[config.mk]
export PLATFORM = sky130hd
export DESIGN_NAME = matrix_mult_core
export DESIGN_NICKNAME = d
export VERILOG_FILES = /design/src/rtl/matrix_mult_core.sv
export SDC_FILE = /design/constraint.sdc
export NUM_CORES = 1
export LEC_CHECK = 0
export CORE_ASPECT_RATIO = 1.75
export CORE_MARGIN = 1.5
export CORE_UTILIZATION = 54
export DETAILED_ROUTE_END_ITERATION = 8
export MAX_ROUTING_LAYER = met4
export PLACE_DENSITY = 0.83
export SLEW_MARGIN = 15
export SYNTH_ARGS = -nofsm -noshare
export SYNTH_HDL_FRONTEND = slang
export SYNTH_SLANG_ARGS = --single-unit
[constraint.sdc]
create_clock -name clk -period 6.9 [get_ports clk]
set_input_delay 1.725 -clock clk [delete_from_list [all_inputs] [get_ports clk]]
set_output_delay 1.725 -clock clk [all_outputs]
set_load 0.1 [all_outputs]
[src/rtl/matrix_mult_core.sv]
// matrix_mult_core: loads A and B (N x N, W-bit unsigned) one element per
// request/response handshake, then computes C = A*B with one MAC per cycle.
module matrix_mult_core #(
  parameter int unsigned W = 8,
  parameter int unsigned N = 3
) (
  input  logic             clk,
  input  logic             rst_n,
  input  logic             start,
  output logic             data_request,
  input  logic [W-1:0]     din,
  input  logic             din_valid,
  output logic [2*W+1:0]   dout,
  output logic             dout_valid,
  output logic [1:0]       dout_row,
  output logic [1:0]       dout_col,
  output logic             busy,
  output logic             done
);

  localparam int unsigned NE = 2 * N * N;
  localparam int unsigned EW = $clog2(NE);
  localparam int unsigned DW = 2 * W + 2;

  localparam logic [EW-1:0] E_LAST = EW'(NE - 1);
  localparam logic [EW-1:0] N_E    = EW'(N);
  localparam logic [EW-1:0] NN_E   = EW'(N * N);
  localparam logic [1:0]    I_LAST = 2'(N - 1);

  typedef enum logic [2:0] {
    IDLE,
    REQ,
    WAIT,
    COMPUTE,
    DONE
  } state_t;

  state_t          state_q, state_d;
  logic [EW-1:0]   e_q, e_d;
  logic [1:0]      i_q, i_d;
  logic [1:0]      j_q, j_d;
  logic [1:0]      k_q, k_d;
  logic [DW-1:0]   acc_q, acc_d;
  logic            last_q, last_d;

  logic            data_request_q, data_request_d;
  logic [DW-1:0]   dout_q, dout_d;
  logic            dout_valid_q, dout_valid_d;
  logic [1:0]      dout_row_q, dout_row_d;
  logic [1:0]      dout_col_q, dout_col_d;
  logic            busy_q, busy_d;
  logic            done_q, done_d;

  logic [W-1:0]    mem_q [2**EW];

  logic [EW-1:0]   a_idx;
  logic [EW-1:0]   b_idx;
  logic [2*W-1:0]  prod;
  logic [DW-1:0]   sum;

  // Element store: written only while waiting for a response; never reset.
  always_ff @(posedge clk) begin
    if (state_q == WAIT && din_valid) begin
      mem_q[e_q] <= din;
    end
  end

  // MAC datapath: A[i][k] * B[k][j] added to the running sum.
  always_comb begin
    a_idx = EW'(i_q) * N_E + EW'(k_q);
    b_idx = NN_E + EW'(k_q) * N_E + EW'(j_q);
    prod  = {{W{1'b0}}, mem_q[a_idx]} * {{W{1'b0}}, mem_q[b_idx]};
    sum   = acc_q + DW'(prod);
  end

  // Next-state and registered-output computation.
  always_comb begin
    state_d      = state_q;
    e_d          = e_q;
    i_d          = i_q;
    j_d          = j_q;
    k_d          = k_q;
    acc_d        = acc_q;
    last_d       = last_q;
    dout_d       = dout_q;
    dout_valid_d = 1'b0;
    dout_row_d   = dout_row_q;
    dout_col_d   = dout_col_q;

    unique case (state_q)
      IDLE: begin
        if (start) begin
          state_d = REQ;
          e_d     = '0;
          i_d     = '0;
          j_d     = '0;
          k_d     = '0;
          acc_d   = '0;
          last_d  = 1'b0;
        end
      end
      REQ: begin
        state_d = WAIT;
      end
      WAIT: begin
        if (din_valid) begin
          if (e_q == E_LAST) begin
            state_d = COMPUTE;
          end else begin
            e_d     = e_q + 1'b1;
            state_d = REQ;
          end
        end
      end
      COMPUTE: begin
        // One drain cycle after the final MAC lets the last result
        // appear before DONE.
        if (last_q) begin
          state_d = DONE;
          last_d  = 1'b0;
        end else if (k_q == I_LAST) begin
          acc_d        = '0;
          dout_d       = sum;
          dout_valid_d = 1'b1;
          dout_row_d   = i_q;
          dout_col_d   = j_q;
          k_d          = '0;
          if (j_q == I_LAST) begin
            j_d = '0;
            if (i_q == I_LAST) begin
              last_d = 1'b1;
            end else begin
              i_d = i_q + 1'b1;
            end
          end else begin
            j_d = j_q + 1'b1;
          end
        end else begin
          acc_d = sum;
          k_d   = k_q + 1'b1;
        end
      end
      DONE: begin
        state_d = IDLE;
      end
      default: begin
        state_d = IDLE;
      end
    endcase

    data_request_d = (state_d == REQ);
    busy_d         = (state_d != IDLE);
    done_d         = (state_d == DONE);
  end

  // Control state, counters, accumulator and outputs.
  always_ff @(posedge clk or negedge rst_n) begin
    if (!rst_n) begin
      state_q        <= IDLE;
      e_q            <= '0;
      i_q            <= '0;
      j_q            <= '0;
      k_q            <= '0;
      acc_q          <= '0;
      last_q         <= 1'b0;
      data_request_q <= 1'b0;
      dout_q         <= '0;
      dout_valid_q   <= 1'b0;
      dout_row_q     <= '0;
      dout_col_q     <= '0;
      busy_q         <= 1'b0;
      done_q         <= 1'b0;
    end else begin
      state_q        <= state_d;
      e_q            <= e_d;
      i_q            <= i_d;
      j_q            <= j_d;
      k_q            <= k_d;
      acc_q          <= acc_d;
      last_q         <= last_d;
      data_request_q <= data_request_d;
      dout_q         <= dout_d;
      dout_valid_q   <= dout_valid_d;
      dout_row_q     <= dout_row_d;
      dout_col_q     <= dout_col_d;
      busy_q         <= busy_d;
      done_q         <= done_d;
    end
  end

  assign data_request = data_request_q;
  assign dout         = dout_q;
  assign dout_valid   = dout_valid_q;
  assign dout_row     = dout_row_q;
  assign dout_col     = dout_col_q;
  assign busy         = busy_q;
  assign done         = done_q;

endmodule

==> metrics.md <==
| Metric | Value |
|---|---|
| Cell area after placement | 0.0175 mm^2 |
| Highest fanout seen on the critical path | 7 |
| Port-buffer cells | 37 |
| Achievable clock frequency | 139 MHz |
| Final Instance Count excl. Fillers | 1538 |
| Main area contributors after synthesis | sky130_fd_sc_hd__edfxtp_1 (47%), sky130_fd_sc_hd__mux4_2 (12%), sky130_fd_sc_hd__dfrtp_1 (9.1%) |
| TritonCTS clock tree | done |
| Post-Syn Area per Cell | 16.0 um^2 |
| Number of buffers created by CTS | 29 |
| Worst clock skew on the final layout | 0.0212 ns |
| Final layout net count | 1257 |
| Wire length of the first global-routing pass | 63000 um |
| Global-route total usage across every layer | 28.6% |
| Number of failing setup endpoints in the final timing report | 13 |
| Delay of the slowest cell on the worst path | 0.59 ns |
| Portion of the clock cycle consumed by the worst path in the final layout | 104% |
| Number of nets still failing antenna checks after routing | 0 |
| Prevailing post-synth register cell | sky130_fd_sc_hd__edfxtp_1 |
| Initial detailed-routing violation count | 874 |
| Actual transition at the worst max-transition pin | 1.16 ns |
| Cell taking the most area after synthesis | sky130_fd_sc_hd__edfxtp_1 |
| Number of antenna violations at the first check in global routing | 0 |
| Count of unresolved DRC violations after routing | 0 |
| #FFs+latches synth | 315 |
| Via Count | 9736 |
| Routed wire length | 41900 um |
| Worst Setup Slack, final | -0.309 ns |
| Cell count after synthesis | 1017 |
| Initial Util | 55.1% |
| FFs w/ async S/R, synth | 18.7% |
| Hold Path Sink | dout_col[0] |
| Worst relative slew slack | 22.3% |
| Worst R2R End | acc_q[13] |
| Commonest cells in the synthesized netlist | sky130_fd_sc_hd__edfxtp_1 (256), sky130_fd_sc_hd__inv_1 (111), sky130_fd_sc_hd__mux4_2 (89), sky130_fd_sc_hd__nor2_1 (85), sky130_fd_sc_hd__dfrtp_1 (59) |
| Clock-pin slew reported for the worst setup and hold paths after clock tree synthesis | 0.07 ns |
| Synthesized Nets | 1137 |
| Netlist area before placement | 0.0162 mm^2 |
| Setup TNS after final layout | -1.69 ns |
| HP Start | dout_col[0] |
| Proportion of layout cells with a drive suffix above 1 | 27.9% |
| Crit. End Element | flip-flop |
| Hold WC Path Type | flip-flop to flip-flop |
| Number of global-route vias before repair | 10353 |
| Largest net degree at the start of global routing | 60 |
| Slowest CP cell | sky130_fd_sc_hd__fa_1 |
| Horiz. Die Dim | 134 um |
| Total die area | 0.0312 mm^2 |
| Total of max-cap violations | 0 |
| Reg2reg start | j_q[1] |
| Number of placement rows | 83 |
| DR pass1 iterations | 5 |
| Yosys cell types | 50 |
| Area growth, synth to finish | 17.5% |
| Chip Height | 232 um |
| Required @ worst endpoint | 7.35 ns |
| Worst reg-to-reg setup slack | -0.31 ns |
| Mean number of vias per cell | 6.33 |
| Number of flops mapped to enable cells by yosys | 256 |
| Violations in the final reports | negative setup slack |
| Final Hold Violating Endpoints | 0 |
| Register area share after synthesis | 56.4% |
| Summed area of non-filler cells in the final layout | 0.0191 mm^2 |
| Most used cell, CP | sky130_fd_sc_hd__fa_1 |
| Longest Clk Path Bufs | 3 |
| Largest delay share family, worst path | adder cells |
| Time the final worst path needs with I/O delays and setup | 7.21 ns |
| Root buffer cell | sky130_fd_sc_hd__clkbuf_16 |
| Pins Over Slew Limit | 0 |
| Worst hold margin | 0.479 ns |
| HPWL after detailed placement | 27500 um |
| GRT Residual Overflow | 0 |
| Fill cells | 1921 |
| Top-Level Pins | 38 |
| Kind of start point of the critical path | flip-flop |
| Arr. time, crit path | 7.66 ns |
| Depth of the most critical reg-to-reg path | 24 |
| Share of the synthesized area in the top cell type | 47.3% |
| Setup CP Type | flip-flop to flip-flop |
| Instance count along the most critical hold path | 2 |
| Mean routed wirelength per cell | 27.2 um |
| Buffer and inverter count on the worst path | 6 |
| Core Area | 0.0295 mm^2 |
| Ordered list of cells on the worst path | fa_1 -> inv_2 -> fa_2 -> buf_12 -> buf_12 -> mux4_2 -> mux4_2 -> mux2i_4 -> or2_1 -> fa_1 -> inv_1 -> fa_1 -> fa_1 -> inv_1 -> fa_1 -> inv_2 -> ha_4 -> a21oi_4 -> nor2b_1 -> a311o_1 -> a311oi_1 -> o21bai_1 -> xnor2_1 -> o21ai_1 |
| Worst skew pair latency | 0.57 ns |
| Yosys warnings | 0 |
| Number of clock sinks | 315 |
| Status | finished, violations left |
| Global placement routability congestion | 0.923 |
| Unrepaired setup endpoints after global routing | yes |
| CTS HTree Levels | 1 |
| Placed cells | 1463 |
| Most used standard cell by instance count after synthesis | sky130_fd_sc_hd__edfxtp_1 |
| Antenna Cells | 0 |
worst reg2reg max path, delay by kind of cell, from the launching register on:
family	cells	cell delay, ns
buffers and inverters	6	0.53
adder cells (fa/ha/maj)	7	3.25
XOR/XNOR	1	0.26
AO/OA/AOI/OAI	5	1.12
multiplexers	3	1.32
flip-flops	1	0.41
AND/OR/NAND/NOR	2	0.21
per-stage QoR:
| step | utilization, % | setup slack (ns) |
|---|---|---|
| finish | 64.7 | -0.309 |
| global route | 64.7 | -0.453 |
| CTS | 64.2 | -0.113 |
| detailed placement | 59.5 | -0.187 |
| global placement | 59.5 | -0.0348 |
| floorplan | - | 0.0284 |
state kept, by name, indices dropped and copies added, names as in the netlist:
name	count
mem_q	256
acc_q	18
dout	18
e_q	5
state_q	3
dout_col	2
dout_row	2
i_q	2
j_q	2
k_q	2
busy	1
data_request	1
done	1
dout_valid	1
last_q	1
final cells by class:
type	count	area (um^2)	area share [%]
flip-flops and latches	315	9160	48.0
multi-input cells	548	6730	35.2
repair buffers	132	1330	6.96
clock buffers	32	737	3.86
well taps	382	478	2.50
inverters	111	417	2.18
clock inverters	18	243	1.27
kinds of logic (layout without fill, tap and decap cells):
family / Yosys count / after routing / share of synthesized area (%)
compound gates: 81 / 81 / 3.26
xor+xnor: 18 / 18 / 0.970
fa+ha+maj: 108 / 108 / 10.9
buf+inv: 154 / 293 / 3.93
flops: 315 / 315 / 56.4
mux: 147 / 147 / 19.0
simple gates: 194 / 194 / 5.59
layer usage:
| metal | GRT usage (%) | vias up | wire length, um |
|---|---|---|---|
| li1 | - | 4027 | - |
| met3 | 3.73 | 198 | 2370 |
| met4 | 20.8 | 0 | 3760 |
| met1 | 28.6 | 4976 | 13100 |
| met5 | - | - | 0 |
| met2 | 50.7 | 535 | 22600 |
worst max path at each step:
stage                     slack [ns]  cells past startpoint   start   endpoint
after global placement         -0.03                     23  j_q[1]   dout[13]
final                          -0.31                     24  j_q[1]  acc_q[13]
after detailed placement       -0.19                     24  j_q[1]   dout[17]
after floorplan                 0.03                     25  j_q[1]   dout[17]
after global routing           -0.45                     25  j_q[1]   dout[13]
after CTS                      -0.11                     26  k_q[0]   dout[13]
layout by cell type, fill, tap and decap left out, drive strengths merged, types with 7 or more instances in the layout:
| cell type | synthesis | layout |
|---|---|---|
| clkbuf | 20 | 32 |
| mux2 | 21 | 21 |
| nand3 | 8 | 8 |
| mux4 | 112 | 112 |
| buf | 23 | 102 |
| fa | 55 | 55 |
| or2 | 15 | 15 |
| xor2 | 7 | 7 |
| o21ai | 31 | 31 |
| dfrtp | 59 | 59 |
| nand2 | 43 | 43 |
| nor2 | 85 | 85 |
| nand2b | 15 | 15 |
| inv | 111 | 114 |
| a22o | 17 | 17 |
| clkinv | 0 | 9 |
| xnor2 | 11 | 11 |
| edfxtp | 256 | 256 |
| mux2i | 14 | 14 |
| a21oi | 14 | 14 |
| clkdlybuf4s50 | 0 | 30 |
| ha | 53 | 53 |
what timing repair did:
action | in CTS | in global routing
gates resized for setup | 52 | 35
hold buffers | 0 | 0
cloned | 4 | 0
endpoints found under the setup margin | 16 | 20
pin swaps | 22 | 28
setup buffers | 16 | 7
Power is left out: the tool's default activity adds up to more than one toggle a clock period on the data nets, which glitch-free logic cannot reach.
